[config.mk]
export PLATFORM = sky130hd
export DESIGN_NAME = regfile_sb
export DESIGN_NICKNAME = d
export VERILOG_FILES = /design/src/rtl/regfile_sb.sv
export SDC_FILE = /design/constraint.sdc
export NUM_CORES = 1
export LEC_CHECK = 0
export ABC_AREA = 1
export CORE_MARGIN = 2
export CORE_UTILIZATION = 35
export DETAILED_ROUTE_END_ITERATION = 10
export SLEW_MARGIN = 10
export SYNTH_ARGS = -nofsm -noshare
export SYNTH_HDL_FRONTEND = slang
export SYNTH_SLANG_ARGS = --single-unit
[constraint.sdc]
create_clock -name clk -period 2.8 [get_ports clk]
set_clock_uncertainty 0.1 [all_clocks]
set_input_delay 0.56 -clock clk [delete_from_list [all_inputs] [get_ports clk]]
set_output_delay 0.56 -clock clk [all_outputs]
set_load 0.005 [all_outputs]
[src/rtl/regfile_sb.sv]
// Register file with busy scoreboard and a post-reset sweep that loads regs[i] = i.
// Optional write-through forwarding on the read ports: define REGFILE_BYPASS_EN.
module regfile_sb #(
   parameter int DATA_W = 16,
   parameter int ADDR_W = 3
) (
   input  logic              clk,
   input  logic              rst_n,
   input  logic [ADDR_W-1:0] rd_addr_1,
   input  logic [ADDR_W-1:0] rd_addr_2,
   output logic [DATA_W-1:0] rd_data_1,
   output logic [DATA_W-1:0] rd_data_2,
   output logic              rd_busy_1,
   output logic              rd_busy_2,
   input  logic              wr_en,
   input  logic [ADDR_W-1:0] wr_addr,
   input  logic [DATA_W-1:0] wr_data,
   input  logic              issue_en,
   input  logic [ADDR_W-1:0] issue_addr,
   output logic              init_done
);

   localparam int DEPTH = 2**ADDR_W;

   typedef enum logic {ST_INIT, ST_RUN} state_t;

   state_t            state_reg, state_next;
   logic [ADDR_W-1:0] idx_reg, idx_next;
   logic              init_done_reg, init_done_next;
   logic [DEPTH-1:0]  busy_reg, busy_next;
   logic [DATA_W-1:0] regs [DEPTH];

   logic run;
   logic wr_ok;
   logic issue_ok;

   // Register 0 is never written or marked busy once running.
   assign run      = (state_reg == ST_RUN);
   assign wr_ok    = run && wr_en && (wr_addr != '0);
   assign issue_ok = run && issue_en && (issue_addr != '0);

   always_ff @(posedge clk or negedge rst_n) begin
      if (!rst_n) begin
         state_reg     <= ST_INIT;
         idx_reg       <= '0;
         init_done_reg <= 1'b0;
         busy_reg      <= '0;
      end else begin
         state_reg     <= state_next;
         idx_reg       <= idx_next;
         init_done_reg <= init_done_next;
         busy_reg      <= busy_next;
      end
   end

   always_comb begin
      state_next     = state_reg;
      idx_next       = idx_reg;
      init_done_next = init_done_reg;
      case (state_reg)
         ST_INIT: begin
            idx_next = idx_reg + 1'b1;
            if (idx_reg == ADDR_W'(DEPTH - 1)) begin
               state_next     = ST_RUN;
               init_done_next = 1'b1;
            end
         end
         ST_RUN: begin
            state_next = ST_RUN;
         end
         default: begin
            state_next = ST_INIT;
         end
      endcase
   end

   // A same-cycle issue beats the write clear: a newer producer is in flight.
   genvar gi;
   generate
      for (gi = 0; gi < DEPTH; gi++) begin : g_busy
         assign busy_next[gi] =
            (issue_ok && (issue_addr == ADDR_W'(gi))) ? 1'b1 :
            (wr_ok    && (wr_addr    == ADDR_W'(gi))) ? 1'b0 :
            busy_reg[gi];
      end
   endgenerate

   // Storage has no reset; the sweep provides its initial contents.
   always_ff @(posedge clk) begin
      if (state_reg == ST_INIT) begin
         regs[idx_reg] <= DATA_W'(idx_reg);
      end else if (wr_ok) begin
         regs[wr_addr] <= wr_data;
      end
   end

   generate
      for (gi = 0; gi < 2; gi++) begin : g_port
         logic [ADDR_W-1:0] addr;
         logic [DATA_W-1:0] data_c;
         logic              busy_c;

         assign addr = (gi == 0) ? rd_addr_1 : rd_addr_2;

         always_comb begin
            data_c = '0;
            busy_c = 1'b1;
            if (run) begin
               if (addr == '0) begin
                  data_c = '0;
                  busy_c = 1'b0;
               end
`ifdef REGFILE_BYPASS_EN
               else if (wr_ok && (wr_addr == addr)) begin
                  data_c = wr_data;
                  busy_c = issue_ok && (issue_addr == addr);
               end
`endif
               else begin
                  data_c = regs[addr];
                  busy_c = busy_reg[addr];
               end
            end
         end

         if (gi == 0) begin : g_out1
            assign rd_data_1 = data_c;
            assign rd_busy_1 = busy_c;
         end else begin : g_out2
            assign rd_data_2 = data_c;
            assign rd_busy_2 = busy_c;
         end
      end
   endgenerate

   assign init_done = init_done_reg;

endmodule
After elaboration in Yosys (flattened, before gate mapping)
Memories as Yosys holds them, arrays and structs flattened. Index checks and enable logic that the tools add are counted.

Equal/unequal tests: 15. Div/mod/pow operators: 0. Multiply operators: 0. Magnitude comparators: 2. Reduce and logical (&&, ||, !) cells: 36. $add $sub $neg: 1. Shift operators: 0. Mux-type cells: 37. Bitwise gates (word level): 1.

Operators with widths (count): $mux 16 (5); $mux 1 (28); $eq 3x3->1 const B (9); $logic_and 1x1->1 (20); $reduce_bool 2->1 (8); $reduce_or 16->1 (1); $eq 3x2->1 const B (4); $logic_not 3->1 (4); $lt 3x4->1 const B (2); $bmux 1 s3 (2); $eq 3x1->1 const B (2); $reduce_bool 3->1 (2); $add 3x1->3 const B (1); $mux 3 (1); $pmux 1 s2 (1); $reduce_and 2->1 (1); $not 1->1 (1).

Logic and storage cells: 104. Register bits: 13. Bits in latches: 0. Input bits: 32. Memories: 1. RAM bits: 128. ROM bits: 0.

Memories: regs (words 8, width 16, rd ports 2, clocked after memory_dff 0, write ports 1, RTL line 31) `logic [DATA_W-1:0] regs [DEPTH];`.

Longest topological paths before layout
Word-level depth: 7. Depth in mapped cells: 9. Gate-level depth less buffers: 7.

Least setup slack after synthesis
OpenSTA, ideal clock, no wires.

Path type: in2reg. Start point: input port wr_addr[1]. End point: memory regs[1][0] (enable). Stages: 7. Buffers on the path: 0. Required time: 2311 ps. Slack: 470 ps. Data arrival time: 1842 ps. Cell sequence: inv_1 -> nand3_4 -> nand2_4 -> nand2_1 -> nand2_1 -> nand2_1 -> nor2_1.

Cells in the longest elaborated chain, start to end: 7. Elaborated cells on any way between the ends: 8. Those cells by class: mux (5); reduce/logical (3).

RTL lines: start, declared (RTL line 16) `input logic [ADDR_W-1:0] wr_addr,`; $reduce_bool 3->1 (RTL line 39) `assign wr_ok = run && wr_en && (wr_addr != '0);`; $logic_and 1x1->1 (RTL line 39); $mux 1 (RTL line 92) `end else if (wr_ok) begin`; $mux 1 (RTL line 90) `if (state_reg == ST_INIT) begin`; $mux 1 (implied by the code) (RTL line 93) `regs[wr_addr] <= wr_data;`; $reduce_or 16->1 (no source line); $mux 3 (no source line) / $mux 1 (equally long branches); end, declared (RTL line 31).

Several ways; a longest one is shown, not always the timed one.

Worst setup path after layout
Start point: input port rd_addr_1[2]. End point: output port rd_data_1[6].

Cells in the longest elaborated chain, start to end: 3. Elaborated cells on any way between the ends: 4. Those cells by class: mux (2); reduce/logical (1); memory (1).

RTL lines: start, declared (RTL line 9) `input logic [ADDR_W-1:0] rd_addr_1,`; $mem_v2 8x16 / $logic_not 3->1 (equally long branches); $mux 16 (*) (RTL line 109) `if (addr == '0) begin`; $mux 16 (*) (RTL line 108) `if (run) begin`; end, declared (RTL line 11) `output logic [DATA_W-1:0] rd_data_1,`.

Every way passes the cells marked *; elsewhere a longest branch is shown, timed or not.

==> out/summary.txt <==
Final wirelength -> 20.1 mm
# setup viols final -> 0
Register area share after synthesis -> 54.8%
Core box area -> 0.0187 mm^2
Mapped Avg Cell Area -> 8.23 um^2
WP depth -> 9
Clock buffer depth -> 2
Largest net degree at the start of global routing -> 48
Clock Sinks -> 124
Placed Cells -> 1133
Die height -> 142 um
Reg2Reg Depth -> 8
Startpoint types -> input port
Critical setup path kind -> in2out
Final Hold Fails -> 0
Buf/Inv on CP -> 4
Most frequent CP cell -> nand2_1
# IOs -> 67
Mapped Area -> 0.00668 mm^2
Maxcap violations -> 0
RSZ-0062 raised after global routing -> true
Critical path required time -> 2.14 ns
Initial antenna violation count -> 0
Achievable frequency -> 367 MHz
Floorplan row count -> 50
Clock transition at the registers of the reported paths -> 0.05 ns
Grt total ovfl -> 0
Ratio of cells with drive above 1 in the final layout -> 13.6%
Crit path max-delay family -> buffers and inverters
Leakage -> 3.94 nW
Shortest period the worst path allows -> 2.72 ns
DRT iter0 DRCs -> 618
Clock latency on the worst-skew pair -> 0.42 ns
Crit path DAT -> 2.06 ns
ANT cells -> 0
FF+latch count, synth -> 124
Antenna Nets Post-Route -> 0
Root buffer cell -> clkbuf_16
Synth area leaders -> edfxtp_1 50%, nand2_1 14%, nor2_1 6.8%
Actual slew at the worst max-slew pin -> 0.607 ns
Final Wtd Congestion -> 0.867
Layout Nets -> 957
Post-route clock period utilization -> 97.3%
CP max stage delay -> 0.50 ns
Max reg flops -> 112
Buffers on Ports -> 66
Synth unique cells -> 31
Status -> completed
Post-DP HPWL -> 13.5 mm
Area leader, netlist -> edfxtp_1
Via count -> 5886
Final max-slew violation count -> 0
Fin util -> 46.3%
Number of synthesis warnings -> 0
DR DRC count -> 0
Headroom to the max-slew limit -> 59.4%
Cell Chain, Critical Path -> dlygate4sd2_1, buf_12, nor2_8, buf_4, nand2_1, nand3_1, nand2_1, nor2_1, clkdlybuf4s50_1
Worst hold stages -> 1
Die footprint -> 0.0202 mm^2
H-Tree Level Count -> 4
TritonCTS Buffers -> 17
CTS tree -> done
GR Util All Layers -> 20.5%
Die width -> 142 um
VDD IR max -> 0.000442 V
Non-Filler Instances -> 1170
1st-pass router iterations -> 5
Slowest CP cell -> clkdlybuf4s50_1
Post-synth net total -> 846
Area Growth Syn to Fin -> 29.5%
Initial Util -> 35.7%
PD cells -> 542 mW/mm^2
Gate Count Post-Synth -> 812
First-pass GRT wire length -> 30.8 mm
CP Max Fanout -> 6
CP Capture Type -> output pin
Post-DR wirelength/cell -> 17.2 um
Worst hold path type -> reg2reg
Via density -> 5.03
Post-synth top area share -> 50.3%
Number of global-route vias before repair -> 5574
[synthesized netlist by cell type, drive strengths merged]
| master | number |
|---|---|
| nand2 | 257 |
| nor2 | 124 |
| edfxtp | 112 |
| nand3 | 88 |
| inv | 81 |
| o21ai | 62 |
| buf | 42 |
| a21oi | 18 |
| dfrtp | 12 |
| o211ai | 3 |
| clkbuf | 2 |
| ha | 2 |
| nand4 | 2 |
| nor3 | 2 |
| a21o | 1 |
| o31ai | 1 |
| o32ai | 1 |
| or2 | 1 |
| xnor2 | 1 |
[final cells by class]
class,count,area (um^2)
well taps,234,293
clock buffers,25,485
multi-input cells,564,2470
repair buffers,135,1370
flip-flops and latches,124,3660
fillers,1773,10100
clock inverters,7,40.0
inverters,81,328
[stage by stage]
| step | hold slack, ns | area (um^2) | setup slack, ns | TNS, ns | total power, mW |
|---|---|---|---|---|---|
| 3_3_place_gp | 0.354 | 8030 | -0.279 | -7.44 | 2.75 |
| 2_1_floorplan | 0.164 | 6680 | 0.470 | 0 | 2.43 |
| 4_1_cts | 0.357 | 8590 | 0.00152 | 0 | 4.70 |
| 5_1_grt | 0.368 | 8650 | -0.00123 | -0.00188 | 4.85 |
| 3_5_place_dp | 0.343 | 8030 | -0.285 | -7.88 | 2.75 |
| 6_report | 0.352 | 8650 | 0.0770 | 0 | 4.69 |
[routing by layer]
layer / track usage (%) / share of wire (%) / up-vias
li1: - / - / 2863
met5: 0 / 0 / -
met1: 27.1 / 43 / 2754
met2: 33.8 / 49 / 239
met4: 6.58 / 1.7 / 0
met3: 4.17 / 7.1 / 30
[placed cells by master (no fill, tap or decap), drive strengths merged]
| cell | n |
|---|---|
| clkbuf | 26 |
| nand4 | 2 |
| dlymetal6s2s | 11 |
| ha | 2 |
| clkdlybuf4s50 | 43 |
| o21ai | 62 |
| clkinv | 5 |
| dlygate4sd2 | 8 |
| nand3 | 88 |
| nor2 | 125 |
| or2 | 1 |
| nor3 | 2 |
| buf | 71 |
| a21oi | 18 |
| edfxtp | 112 |
| clkdlybuf4s15 | 1 |
| dfrtp | 12 |
| clkinvlp | 2 |
| xnor2 | 1 |
| o31ai | 1 |
| o32ai | 1 |
| nand2 | 257 |
| o211ai | 3 |
| a21o | 1 |
| inv | 81 |
[timing repair]
item,in CTS,in global routing
cloned,1,0
endpoints found under the hold margin,0,0
setup endpoints to repair,34,25
gates resized for setup,20,19
pin swaps,5,4
hold buffers,0,0
buffers inserted,0,4
[power breakdown]
part / leakage [nW] / total [mW] / switching, mW / internal (mW)
Combinational: 2.41 / 0.648 / 0.364 / 0.284
Sequential: 1.27 / 2.07 / 0.0186 / 2.05
Clock: 0.257 / 1.97 / 0.776 / 1.19
Total: 3.94 / 4.69 / 1.16 / 3.53
[path summary, 6_finish.rpt]
kind / from / endpoint / slack [ns]
worst max-delay path: rd_addr_1[2] / rd_data_1[6] / 0.08
worst min-delay path: init_done / init_done / 0.35
worst max register to register: run / regs[4][6] / 0.56
worst min register to register: init_done / init_done / 0.35
max in group asynchronous: rst_n / idx_reg[2] / 1.80
min in group asynchronous: rst_n / busy_reg[7] / 0.41
[cells by family after synthesis]
kind of cell,synth area share [%]
compound gates,6.74
buf+inv,8.55
simple gates,29.4
flops,54.8
fa+ha+maj,0.374
xor+xnor,0.131
Power figures use the tool's default switching activity.
